`config.mk`:
```
export PLATFORM = sky130hd
export DESIGN_NAME = serial_adder
export DESIGN_NICKNAME = d
export VERILOG_FILES = /design/src/rtl/serial_adder_pkg.sv /design/src/rtl/serial_adder_digit_adder.sv /design/src/rtl/serial_adder.sv
export SDC_FILE = /design/constraint.sdc
export NUM_CORES = 1
export LEC_CHECK = 0
export CAP_MARGIN = 20
export CORE_ASPECT_RATIO = 1.75
export CORE_MARGIN = 2
export CORE_UTILIZATION = 50
export CTS_CLUSTER_SIZE = 40
export DETAILED_ROUTE_END_ITERATION = 16
export PLACE_DENSITY_LB_ADDON = 0.3
export SLEW_MARGIN = 5
export SYNTH_ARGS = -nofsm -noshare
export SYNTH_HDL_FRONTEND = slang
export SYNTH_SLANG_ARGS = --single-unit
```
`constraint.sdc`:
```
create_clock -name clk -period 3.4 [get_ports clk]
set_clock_uncertainty 0.15 [all_clocks]
set_input_delay 0.51 -clock clk [delete_from_list [all_inputs] [get_ports clk]]
set_output_delay 0.51 -clock clk [all_outputs]
set_load 0.01 [all_outputs]
```
`src/rtl/serial_adder_pkg.sv`:
```
// ============================================================================
// Module : serial_adder_pkg
// Brief  : Shared state encoding and default geometry for serial_adder.
// Rev    : 1.0
// ============================================================================
`default_nettype none

package serial_adder_pkg;

    localparam int DEF_WIDTH = 16;
    localparam int DEF_DIGIT = 4;

    typedef enum logic [1:0] {
        S_IDLE = 2'd0,
        S_RUN  = 2'd1,
        S_DONE = 2'd2
    } state_t;

endpackage

`default_nettype wire

```
`src/rtl/serial_adder_digit_adder.sv`:
```
// ============================================================================
// Module : digit_adder
// Brief  : W-bit ripple-carry adder built from full adders, with carry in/out.
// Rev    : 1.0
// ============================================================================
`default_nettype none

module digit_adder #(
    parameter int W = 4
) (
    input  logic [W-1:0] a,
    input  logic [W-1:0] b,
    input  logic         cin,
    output logic [W-1:0] sum,
    output logic         cout
);

    logic [W:0] w_c;

    assign w_c[0] = cin;

    generate
        for (genvar i = 0; i < W; i++) begin : g_fa
            assign sum[i]   = a[i] ^ b[i] ^ w_c[i];
            assign w_c[i+1] = (a[i] & b[i]) | (w_c[i] & (a[i] ^ b[i]));
        end
    endgenerate

    assign cout = w_c[W];

endmodule

`default_nettype wire

```
`src/rtl/serial_adder.sv`:
```
// ============================================================================
// Module : serial_adder
// Brief  : Digit-serial adder, DIGIT bits per cycle, LSB first.
//          Optional signed-overflow output enabled by SERIAL_ADDER_OVF_EN.
// Rev    : 1.0
// ============================================================================
`default_nettype none

module serial_adder
    import serial_adder_pkg::*;
#(
    parameter int WIDTH = DEF_WIDTH,
    parameter int DIGIT = DEF_DIGIT
) (
    input  logic             clk,
    input  logic             rst_n,
    input  logic             start,
    input  logic [WIDTH-1:0] a,
    input  logic [WIDTH-1:0] b,
    input  logic             cin,
    output logic             ready,
    output logic             busy,
    output logic             done,
    output logic [WIDTH-1:0] sum,
    output logic             cout
`ifdef SERIAL_ADDER_OVF_EN
    ,
    output logic             ovf
`endif
);

    localparam int NDIG = WIDTH / DIGIT;
    localparam int CW   = (NDIG > 1) ? $clog2(NDIG) : 1;

    state_t           r_state;
    state_t           w_state_next;
    logic [WIDTH-1:0] r_a;
    logic [WIDTH-1:0] r_b;
    logic [WIDTH-1:0] r_psum;
    logic [WIDTH-1:0] w_psum_next;
    logic             r_carry;
    logic [CW-1:0]    r_cnt;
    logic [DIGIT-1:0] w_da;
    logic [DIGIT-1:0] w_db;
    logic [DIGIT-1:0] w_dsum;
    logic             w_dcout;
    logic             w_last;
    logic             w_accept;

    assign w_da     = r_a[int'(r_cnt) * DIGIT +: DIGIT];
    assign w_db     = r_b[int'(r_cnt) * DIGIT +: DIGIT];
    assign w_last   = (r_cnt == CW'(NDIG - 1));
    assign w_accept = start && (r_state != S_RUN);

    digit_adder #(
        .W (DIGIT)
    ) u_digit_adder (
        .a    (w_da),
        .b    (w_db),
        .cin  (r_carry),
        .sum  (w_dsum),
        .cout (w_dcout)
    );

    // Partial sum with the current digit merged in, so the final RUN edge can
    // publish the complete result without an extra cycle.
    always_comb begin
        w_psum_next = r_psum;
        w_psum_next[int'(r_cnt) * DIGIT +: DIGIT] = w_dsum;
    end

    always_ff @(posedge clk or negedge rst_n) begin
        if (!rst_n) begin
            r_state <= S_IDLE;
        end else begin
            r_state <= w_state_next;
        end
    end

    always_comb begin
        w_state_next = S_IDLE;
        case (r_state)
            S_IDLE:  w_state_next = start ? S_RUN : S_IDLE;
            S_RUN:   w_state_next = w_last ? S_DONE : S_RUN;
            S_DONE:  w_state_next = start ? S_RUN : S_IDLE;
            default: w_state_next = S_IDLE;
        endcase
    end

    always_comb begin
        ready = 1'b1;
        busy  = 1'b0;
        done  = 1'b0;
        case (r_state)
            S_RUN: begin
                ready = 1'b0;
                busy  = 1'b1;
            end
            S_DONE:  done = 1'b1;
            default: ;
        endcase
    end

    always_ff @(posedge clk or negedge rst_n) begin
        if (!rst_n) begin
            r_a     <= '0;
            r_b     <= '0;
            r_psum  <= '0;
            r_carry <= 1'b0;
            r_cnt   <= '0;
            sum     <= '0;
            cout    <= 1'b0;
`ifdef SERIAL_ADDER_OVF_EN
            ovf     <= 1'b0;
`endif
        end else if (w_accept) begin
            r_a     <= a;
            r_b     <= b;
            r_carry <= cin;
            r_cnt   <= '0;
        end else if (r_state == S_RUN) begin
            r_psum  <= w_psum_next;
            r_carry <= w_dcout;
            r_cnt   <= r_cnt + CW'(1);
            if (w_last) begin
                sum  <= w_psum_next;
                cout <= w_dcout;
`ifdef SERIAL_ADDER_OVF_EN
                // Carry into the MSB is recovered from the MSB sum bit.
                ovf  <= w_dcout ^ (w_da[DIGIT-1] ^ w_db[DIGIT-1] ^ w_dsum[DIGIT-1]);
`endif
            end
        end
    end

endmodule

`default_nettype wire

```
; ---- Word-level counts from Yosys, hierarchy flattened
; Index checks and enable logic that the tools add are counted.
[totals]
inputBits = 36
out_inout_bits = 20
elab_cells = 56
regBits = 70
[op_classes]
n_eq_ne = 4
addsub = 2
bitwise = 21
mux = 11
n_shift = 4
n_reduce_logical = 6
[op_table]
columns = operator, n
row1 = negator 4 -> 33 bit, 1
row2 = "variable shift 4 x 33 -> 16 bit, first input constant", 1
row3 = indexed part select 4 x 33 -> 16 bit, 1
row4 = indexed part select 16 x 5 -> 4 bit, 2
row5 = bitwise mux 16 bit, 1
row6 = AND 1 bit, 8
row7 = bitwise XOR 1 bit, 8
row8 = two-way mux 1 bit, 6
row9 = two-way mux 2 bit, 3
row10 = "equality test 2 bit, second input constant", 2
row11 = bitwise OR 1 bit, 4
row12 = one-hot mux 2 bit (2 select lines), 1
row13 = AND reduction 3 bit, 1
row14 = "adder 2 x 1 -> 2 bit, second input constant", 1
row15 = "equality test 2 x 1 -> 1 bit, second input constant", 1
row16 = zero test 2 bit, 1
row17 = "!= test 2 x 1 -> 1 bit, second input constant", 1
row18 = AND reduction 2 bit, 1
row19 = nonzero test 2 bit, 1
row20 = OR reduction 2 bit, 1
row21 = logical AND 1 bit, 1
row22 = inverter 1 bit, 1

; ---- Depth between registers and ports, before layout
; Gate-level depths: netlist of run 1.
[logic_depth]
word_depth = 12
ltp_mapped = 13
mapped_depth_nobuf = 11

; ---- Cells and area by module
; A second synthesis of run 1 with hierarchy kept.
[unflattened]
hier_cells = 253
area_unflattened_um2 = 3331.9
[modules_own_cells]
columns = module, area_each_um2, seq_area_each_um2, instances, cells_per_inst
row1 = serial_adder, 3214.3, 1751.7, 1, 239
row2 = digit_adder, 117.6, 0.0, 1, 14

; ---- Worst setup path after synthesis of run 1
; OpenSTA, ideal clock, no wires.
[synth_path]
kind = register -> register
from = register r_cnt[0]
to = register r_psum[11]
stages_incl_launch_ff = 13
arrival_time_ns = 2.739
required_ns = 3.128
path_buffers = 2
setup_ns = 0.122
period_less_slack_ns = 3.011
slack_ns = 0.389
cell_sequence = dfrtp_1 -> buf_6 -> mux4_2 -> inv_1 -> fa_1 -> inv_1 -> fa_1 -> inv_1 -> fa_1 -> inv_1 -> fa_1 -> buf_2 -> a32o_1
[synth_via]
elab_chain_len = 11
elab_cells_between_ends = 23
cone_classes = 1 x add/sub / 4 x shift / 1 x mux / 17 x bitwise
[synth_rtl]
columns = item, line_no
row1 = from (decl), serial_adder.sv:42  ; logic [CW-1:0] r_cnt;
row2 = from (signal assigned), serial_adder.sv:124  ; r_cnt <= r_cnt + CW'(1);
row3 = indexed part select 16 x 5 -> 4 bit (on tied branches), "serial_adder.sv:50, serial_adder.sv:51"
row4 = bitwise XOR 1 bit, "serial_adder_digit_adder.sv:24, serial_adder_digit_adder.sv:25"
row5 = AND 1 bit, serial_adder_digit_adder.sv:25  ; assign w_c[i+1] = (a[i] & b[i]) | (w_c[i] & (a[i] ^ b[i]));
row6 = bitwise OR 1 bit, serial_adder_digit_adder.sv:25
row7 = AND 1 bit, serial_adder_digit_adder.sv:25
row8 = bitwise OR 1 bit, serial_adder_digit_adder.sv:25
row9 = AND 1 bit, serial_adder_digit_adder.sv:25
row10 = bitwise OR 1 bit, serial_adder_digit_adder.sv:25
row11 = bitwise XOR 1 bit, serial_adder_digit_adder.sv:24  ; assign sum[i] = a[i] ^ b[i] ^ w_c[i];
row12 = indexed part select 4 x 33 -> 16 bit, serial_adder.sv:69  ; w_psum_next[int'(r_cnt) * DIGIT +: DIGIT] = w_dsum;
row13 = bitwise mux 16 bit *, serial_adder.sv:69
row14 = to (signal assigned), serial_adder.sv:122  ; r_psum <= w_psum_next;
row15 = to (decl), serial_adder.sv:39  ; logic [WIDTH-1:0] r_psum;
; Mark *: on every way between the ends. The rest lies on a longest branch, timed or not.
; A chain may end at the register's enable or synchronous reset.

; ---- Worst setup path in the final report of run 1
[layout_path]
from = register r_cnt[1]
to = register sum[15]
[layout_via]
elab_chain_len = 11
elab_cells_between_ends = 25
cone_classes = 1 x add/sub / 1 x eq/ne / 4 x shift / 1 x mux / 17 x bitwise / 1 x reduce/logical
[layout_rtl]
columns = item, line_no
row1 = indexed part select 16 x 5 -> 4 bit (on tied branches), "serial_adder.sv:50, serial_adder.sv:51"
row2 = bitwise XOR 1 bit, "serial_adder_digit_adder.sv:24, serial_adder_digit_adder.sv:25"
row3 = AND 1 bit, serial_adder_digit_adder.sv:25
row4 = bitwise OR 1 bit, serial_adder_digit_adder.sv:25
row5 = AND 1 bit, serial_adder_digit_adder.sv:25
row6 = bitwise OR 1 bit, serial_adder_digit_adder.sv:25
row7 = AND 1 bit, serial_adder_digit_adder.sv:25
row8 = bitwise OR 1 bit, serial_adder_digit_adder.sv:25
row9 = bitwise XOR 1 bit, serial_adder_digit_adder.sv:24
row10 = indexed part select 4 x 33 -> 16 bit, serial_adder.sv:69
row11 = bitwise mux 16 bit, serial_adder.sv:69
row12 = to (signal assigned), serial_adder.sv:126  ; sum <= w_psum_next;
row13 = to (decl), serial_adder.sv:24  ; output logic [WIDTH-1:0] sum,
; Parallel ways exist; a longest one is shown, timed or not.

==> impl_metrics.ini, run 1 <==
[run_status]
outcome = finished clean

[layout]
final_core_util_pct = 64.4
finalNetCount = 352
final_area_um2 = 4240
drive_gt1_share_pct = 20.6
area_delta_synth_final_pct = 24.0
stdcell_count = 393
antenna_cells_inserted = 0

[yosys]
ys_ff_latch = 70
synthDistinctLibCells = 28
seq_area_frac_synth_pct = 51.2
syn-cell-area_um2 = 3420
synth_warnings = 0
syn-num-nets = 299
avgSynthCellArea_um2 = 13.5
netlist_instances = 253

[power_and_ir_drop]
power_mw = 4.79
peakVddDrop_v = 0.000580
powerDensity_nw_per_um2 = 1130
comb_power_share_pct = 50.5
p_int_mw = 3.05
p_switching_mw = 1.74
p_seq_share_pct = 31.2
p_leak_nw = 1.90
pwr-share-clk_pct = 18.3
switching_share_pct = 36.3

[clock_network]
clock_sinks = 70
cts_tree = built
ctsLongestPathBuffers = 2
clkTransAtPathRegs_ns = 0.05
root_buffer = clkbuf_16
cts_buffers = 9
cts_setup_buffers = 0
holdBufCountCts = 0
htree_levels = 3
clkLatencyLatePin_ns = 0.33
cts_resized = 0

[global_routing]
track_usage_pct = 20.2
antenna_found_initial = 0
grt_max_degree = 37
grt.overflow.total = 0
grt_pass1_vias = 2218
grt_pass1_wl_um = 11100

[critical_path]
worst_path_max_delay_cell = fa_1
r2r_start = r_cnt[1]
ff2ff_path_depth = 11
path_class = flip-flop to flip-flop
worstPathCellList = mux4_2, inv_1, fa_1, inv_1, fa_1, inv_1, fa_1, inv_1, fa_1, a21oi_1, a21oi_1
r2r-end = sum[15]
cp_data_arrival_time_ns = 3.15
cp_max_fo = 8
cp.required_ns = 3.44
start_kind = flip-flop
r2r_setup_slack_ns = 0.29
end_kind = flip-flop
slowest_delay_ns = 0.55

[routing]
drt_iter0_drc = 113
ant_nets = 0
avgViaCountPerCell = 5.45
vias = 2140
firstDrtPassIters = 4
drc = 0
avgRoutedWirePerCell_um = 17.1
routed_wl_um = 6720

[floorplan]
die_area_um2 = 7540
fp.dieW_um = 66.5
start_util_pct = 51.9
io-pin-count = 56
rows = 39
core_area_um2 = 6590
die_h_um = 113

[hold_path]
holdCritPathClass = primary input to asynchronous set/reset pin

[timing]
tns_ns = 0
clock.fmax_ghz = 0.321
setup_violations = 0
slew_violations = 0
tightest_slew_ns = 0.809
fin_crit_ns = 3.11
min_period_over_period_pct = 91.6
hold_viol_final = 0
slew_headroom_pct = 46.1
whs_ns = 0.120
rsz0062_at_grt = false
fin_ws_ns = 0.286

[place]
portBuffers = 55
dp_cells = 377
dpl_cell_area_um2 = 3960
place_ws_ns = 0.309
gp_congestion = 0.859
dp_hpwl_um = 5010

[run]
maxCapViolations = 0
registers in the layout, indices dropped and copies added (netlist names):
register,count
sum,16
r_a,16
r_b,16
r_state,2
r_carry,1
r_cnt,2
r_psum,16
cout,1
power by group through the flow:
stage / sequential (mW) / combinational [mW] / clock, mW
final: 1.49 / 2.42 / 0.876
after CTS: 1.50 / 2.43 / 0.886
after floorplan: 1.46 / 1.74 / 0
after global routing: 1.54 / 2.62 / 0.925
after detailed placement: 1.51 / 2.41 / 0
after global placement: 1.49 / 2.36 / 0
cells by family (layout without fill, tap and decap cells):
group / after synthesis / in the layout / share of synthesized area [%]
adder cells (fa/ha/maj): 10 / 10 / 4.54
buffers and inverters: 29 / 87 / 5.71
AND/OR/NAND/NOR: 58 / 58 / 9.88
flip-flops: 70 / 70 / 51.2
AO/OA/AOI/OAI: 44 / 44 / 8.90
multiplexers: 42 / 42 / 19.7
metal layers:
layer / up-vias / share of wire (%) / global-route usage (%)
met1: 1066 / 39 / 23.5
met5: - / 0 / 0
met3: 18 / 3.0 / 3.55
met4: 0 / 2.9 / 10.2
met2: 59 / 55 / 34.9
li1: 997 / - / -
area by class of cell:
class	count	area (um^2)
fillers	545	2350
repair buffers	59	588
clock buffers	16	282
multi-input cells	154	1470
well taps	82	103
inverters	12	45.0
flip-flops and latches	70	1750
critical path, delay by kind of cell (launching register included):
family,cells,cell delay [ns]
DFF,1,0.53
AOI/OAI and AO/OA,2,0.30
adders and majority gates,4,1.43
buffers and inverters,4,0.28
muxes,1,0.27
worst max-delay path by stage:
stage / startpoint / end / slack, ns / cells past startpoint
floorplan: r_cnt[0] / r_psum[11] / 0.39 / 12
global placement: r_cnt[0] / sum[7] / 0.43 / 9
detailed placement: r_cnt[0] / sum[15] / 0.31 / 11
CTS: r_cnt[1] / sum[15] / 0.26 / 11
global route: r_cnt[1] / sum[15] / 0.09 / 11
finish: r_cnt[1] / sum[15] / 0.29 / 11
placed cells by master, fill, tap and decap left out, types with 4 or more instances in the layout:
cell type,count
inv_1,11
clkbuf_1,4
mux2_4,30
nand2_1,8
a31oi_1,8
clkdlybuf4s50_1,54
a32o_1,8
a22o_1,8
mux4_2,8
nand2b_1,17
dfrtp_1,70
a21oi_1,16
clkbuf_16,9
nor2b_1,9
fa_1,4
ha_1,6
nor2_1,18
Yosys cell counts:
library cell,instances,share of area [%]
dfrtp_1,70,51
mux2_4,30,13
nor2_1,18,2.0
nand2b_1,17,3.1
a21oi_1,16,2.3
inv_1,11,1.2
buf_2,9,1.3
nor2b_1,9,1.6
a22o_1,8,2.0
a31oi_1,8,1.5
a32o_1,8,2.3
mux4_2,8,5.3
nand2_1,8,0.88
ha_1,6,2.2
fa_1,4,2.3
and4bb_2,3,1.1
buf_12,3,1.8
buf_4,3,0.66
mux2_2,3,0.99
buf_6,2,0.66
o21ai_0,2,0.29
and3b_2,1,0.29
and4b_1,1,0.29
inv_2,1,0.11
mux2i_1,1,0.29
nand2_8,1,0.59
o22ai_1,1,0.18
o31ai_1,1,0.22
Note: power is estimated with default switching activity, not from simulation.
==> run 2, diff against run 1 <==
- CORE_UTILIZATION: 50 -> 53
==> impl_metrics.ini, run 2 (synthesis gave the netlist of run 1 again) <==
[hold_path]
holdCritPathClass = primary input to asynchronous set/reset pin

[critical_path]
cp_data_arrival_time_ns = 3.19
slowest_delay_ns = 0.67
r2r-end = sum[7]
path_buf_inv = 4
worst_path_max_delay_cell = fa_1
start_kind = flip-flop
path_class = flip-flop to flip-flop
cp.required_ns = 3.53
cp_max_fo = 8
critPathLaunch = r_cnt[0]
ff2ff_path_depth = 11
worstPathCellList = mux4_2, inv_1, fa_1, inv_1, fa_1, inv_1, fa_1, inv_1, fa_1, a21oi_1, a21oi_1
r2r_setup_slack_ns = 0.34
r2r_start = r_cnt[0]
path_delay_family = adder cells
end_kind = flip-flop

[clock_network]
cts_resized = 0
root_buffer = clkbuf_8
holdBufCountCts = 0
cts_tree = built
ctsLongestPathBuffers = 2
clkTransAtPathRegs_ns = 0.07
htree_levels = 3
clock_sinks = 70
cts_buffers = 9
cts_setup_buffers = 0
clkLatencyLatePin_ns = 0.35

[global_routing]
antenna_found_initial = 0
track_usage_pct = 21.3
grt.overflow.total = 0
grt_pass1_wl_um = 11000
grt_max_degree = 37
grt_pass1_vias = 2207

[layout]
final_common_cell = dfrtp_1
antenna_cells_inserted = 0
drive_gt1_share_pct = 21.9
final_cell_mix = 70 x dfrtp_1, 54 x clkdlybuf4s50_1, 30 x mux2_4
finalNetCount = 352
area_delta_synth_final_pct = 21.2
final_area_um2 = 4140

[routing]
avgRoutedWirePerCell_um = 17.2
drt_iter0_drc = 108
avgViaCountPerCell = 5.40
ant_nets = 0
routed_wl_um = 6710
firstDrtPassIters = 4
drc = 0
vias = 2113

[power_and_ir_drop]
switching_share_pct = 37.9
powerDensity_nw_per_um2 = 1090
comb_power_share_pct = 53.3
p_seq_share_pct = 32.9
p_leak_nw = 1.87
pwr-share-clk_pct = 13.8
p_switching_mw = 1.72
p_int_mw = 2.81
peakVddDrop_v = 0.000594

[timing]
hold_viol_final = 0
clock.fmax_ghz = 0.327
slew_headroom_pct = 46.0
setup_violations = 0
slew_violations = 0
tns_ns = 0
rsz0062_at_grt = false
tightest_slew_ns = 0.809
fin_crit_ns = 3.06
min_period_over_period_pct = 90.0

[floorplan]
die_h_um = 110
start_util_pct = 54.9
fp.dieW_um = 64.7
die_area_um2 = 7130
io-pin-count = 56
core_area_um2 = 6230
rows = 38

[place]
gp_congestion = 0.882
dpl_cell_area_um2 = 3960
dp_hpwl_um = 4930
portBuffers = 55

[run]
maxCapViolations = 0

[run_status]
outcome = finished clean
## run 2: changes by cell type in the layout (fill, tap and decap cells not counted), sizes merged
cell,previous run,this run
clkbuf,16,12
clkinv,0,4
## run 2: final cells by class
| cell class | count | area, um^2 |
|---|---|---|
| clock buffer | 12 | 165 |
| clock inverter | 4 | 20.0 |
| fill | 485 | 2090 |
| inverter | 12 | 45.0 |
| sequential | 70 | 1750 |
| timing repair buffer | 59 | 588 |
| tap | 80 | 100 |
| multi-input combinational | 154 | 1470 |
## run 2: per-stage QoR
stage	total power [mW]	util, %	hold WS, ns	cells	setup WS, ns
finish	4.53	66.5	0.0968	391	0.341
global route	4.84	66.5	0.147	391	0.108
CTS	4.56	66.5	0.107	391	0.320
detailed placement	3.93	63.5	0.324	375	0.356
global placement	3.85	63.5	0.316	375	0.414
floorplan	3.20	-	0.0644	253	0.389
## run 2: routing by layer
metal / share of wire, % / routed length, um / GRT usage, %
met2: 52 / 3470 / 34.9
met4: 5.0 / 334 / 14.3
met3: 3.6 / 240 / 5.28
met1: 40 / 2660 / 24.6
met5: 0 / 0 / 0
## run 2: power by group through the flow
stage	clock (mW)	sequential, mW	combinational [mW]
3_3_place_gp	0	1.50	2.36
6_report	0.626	1.49	2.41
3_5_place_dp	0	1.51	2.42
5_1_grt	0.678	1.54	2.62
4_1_cts	0.640	1.49	2.43
2_1_floorplan	0	1.46	1.74
## run 2: how the worst max path moves through the flow
stage	endpoint	cells after the start
floorplan	r_psum[11]	12
global placement	sum[11]	11
detailed placement	sum[7]	11
CTS	sum[7]	11
global route	sum[7]	11
finish	sum[7]	11
==> run 3, diff against run 2 <==
- clock period: 3.4 -> 3.3 ns (I/O delays scaled with it)
==> impl_metrics.ini, run 3 (synthesis gave the netlist of run 1 again) <==
[run_status]
outcome = finished clean

[place]
dp_cells = 378
dp_hpwl_um = 4860
gp_congestion = 0.841
portBuffers = 55

[hold_path]
hold_depth = 1
hold_start = r_psum[1]
holdPathEnd = r_psum[1]
holdCritPathClass = flip-flop to flip-flop

[clock_network]
cts_buffers = 9
cts_setup_buffers = 0
htree_levels = 3
holdBufCountCts = 0
cts_resized = 0
ctsLongestPathBuffers = 2
clkLatencyLatePin_ns = 0.34
cts_tree = built
clock_sinks = 70
root_buffer = clkbuf_8
clkTransAtPathRegs_ns = 0.07

[critical_path]
worstPathCellList = mux4_2, inv_1, fa_1, inv_1, fa_1, inv_1, fa_1, inv_1, fa_1, a21oi_1, a21oi_1
cp_max_fo = 8
ff2ff_path_depth = 11
path_buf_inv = 4
r2r-end = sum[11]
worst_path_max_delay_cell = fa_1
r2r_start = r_cnt[0]
path_delay_family = adder cells
r2r_setup_slack_ns = 0.28
cp.required_ns = 3.42
path_class = flip-flop to flip-flop
slowest_delay_ns = 0.64
start_kind = flip-flop
cp_data_arrival_time_ns = 3.14
end_kind = flip-flop

[layout]
stdcell_count = 396
final_cell_mix = 70 x dfrtp_1, 54 x clkdlybuf4s50_1, 30 x mux2_4
finalNetCount = 357
final_common_cell = dfrtp_1
antenna_cells_inserted = 0
area_delta_synth_final_pct = 22.2
drive_gt1_share_pct = 21.5
regArea_um2 = 1750
multi_input_area_um2 = 1470
n_fill_cell = 476

[power_and_ir_drop]
powerDensity_nw_per_um2 = 1130
p_leak_nw = 1.88
peakVddDrop_v = 0.000662

[floorplan]
fp.dieW_um = 64.7
die_h_um = 110
rows = 38
start_util_pct = 54.9
io-pin-count = 56
die_area_um2 = 7130
core_area_um2 = 6230

[global_routing]
grt_pass1_vias = 2070
grt.overflow.total = 0
antenna_found_initial = 0
grt_max_degree = 49
track_usage_pct = 20.1
grt_pass1_wl_um = 10400

[timing]
rsz0062_at_grt = false
tns_ns = 0
min_period_over_period_pct = 91.5
hold_viol_final = 0
whs_ns = 0.337
setup_violations = 0
slew_headroom_pct = 64.7
tightest_slew_ns = 0.530
clock.fmax_ghz = 0.331
slew_violations = 0
fin_crit_ns = 3.02

[routing]
avgRoutedWirePerCell_um = 16.2
firstDrtPassIters = 4
routed_wl_um = 6410
drt_iter0_drc = 75
avgViaCountPerCell = 5.31
ant_nets = 0
vias = 2101
drc = 0

[run]
maxCapViolations = 0
==> run 3: area by class of cell <==
class	instances	share of cell area, %
sequential	70	41.9
multi-input combinational	154	35.2
timing repair buffer	64	15.0
clock buffer	16	4.31
tap	80	2.40
inverter	12	1.08
==> run 3: metrics by stage <==
stage	total power [mW]	utilization [%]	setup slack (ns)	instance area, um^2
final	4.72	67.1	0.280	4180
after global routing	5.03	67.1	0.0376	4180
after CTS	4.75	66.6	0.268	4150
after detailed placement	4.12	63.7	0.278	3970
after global placement	4.06	63.7	0.362	3970
after floorplan	3.30	-	0.289	3420
==> run 3: routing by layer <==
metal	GRT usage (%)	routed length [um]	vias up
met1	23.1	2510	1011
met3	5.38	228	16
met5	0	0	-
met4	10.0	209	0
met2	34.5	3460	64
li1	-	-	1010
==> run 3: worst max path at each step <==
stage	startpoint	cells past startpoint	endpoint
after global placement	r_cnt[0]	11	sum[7]
after CTS	r_cnt[0]	11	sum[11]
final	r_cnt[0]	11	sum[11]
after global routing	r_cnt[0]	11	sum[15]
after floorplan	r_cnt[0]	12	r_psum[11]
after detailed placement	r_cnt[0]	11	sum[11]
==> run 3: worst reg2reg max path: stages (launching register included) <==
cell and delay, ns:
dfrtp_1 0.43, mux4_2 0.53, inv_1 0.08, fa_1 0.15, inv_1 0.05, fa_1 0.36, inv_1 0.08, fa_1 0.16
inv_1 0.05, fa_1 0.64, a21oi_1 0.11, a21oi_1 0.15
==> run 3: power breakdown <==
group	switching, mW	total, mW	internal, mW
combinational	1.21	2.56	1.35
clock	0.290	0.627	0.336
sequential	0.260	1.53	1.27
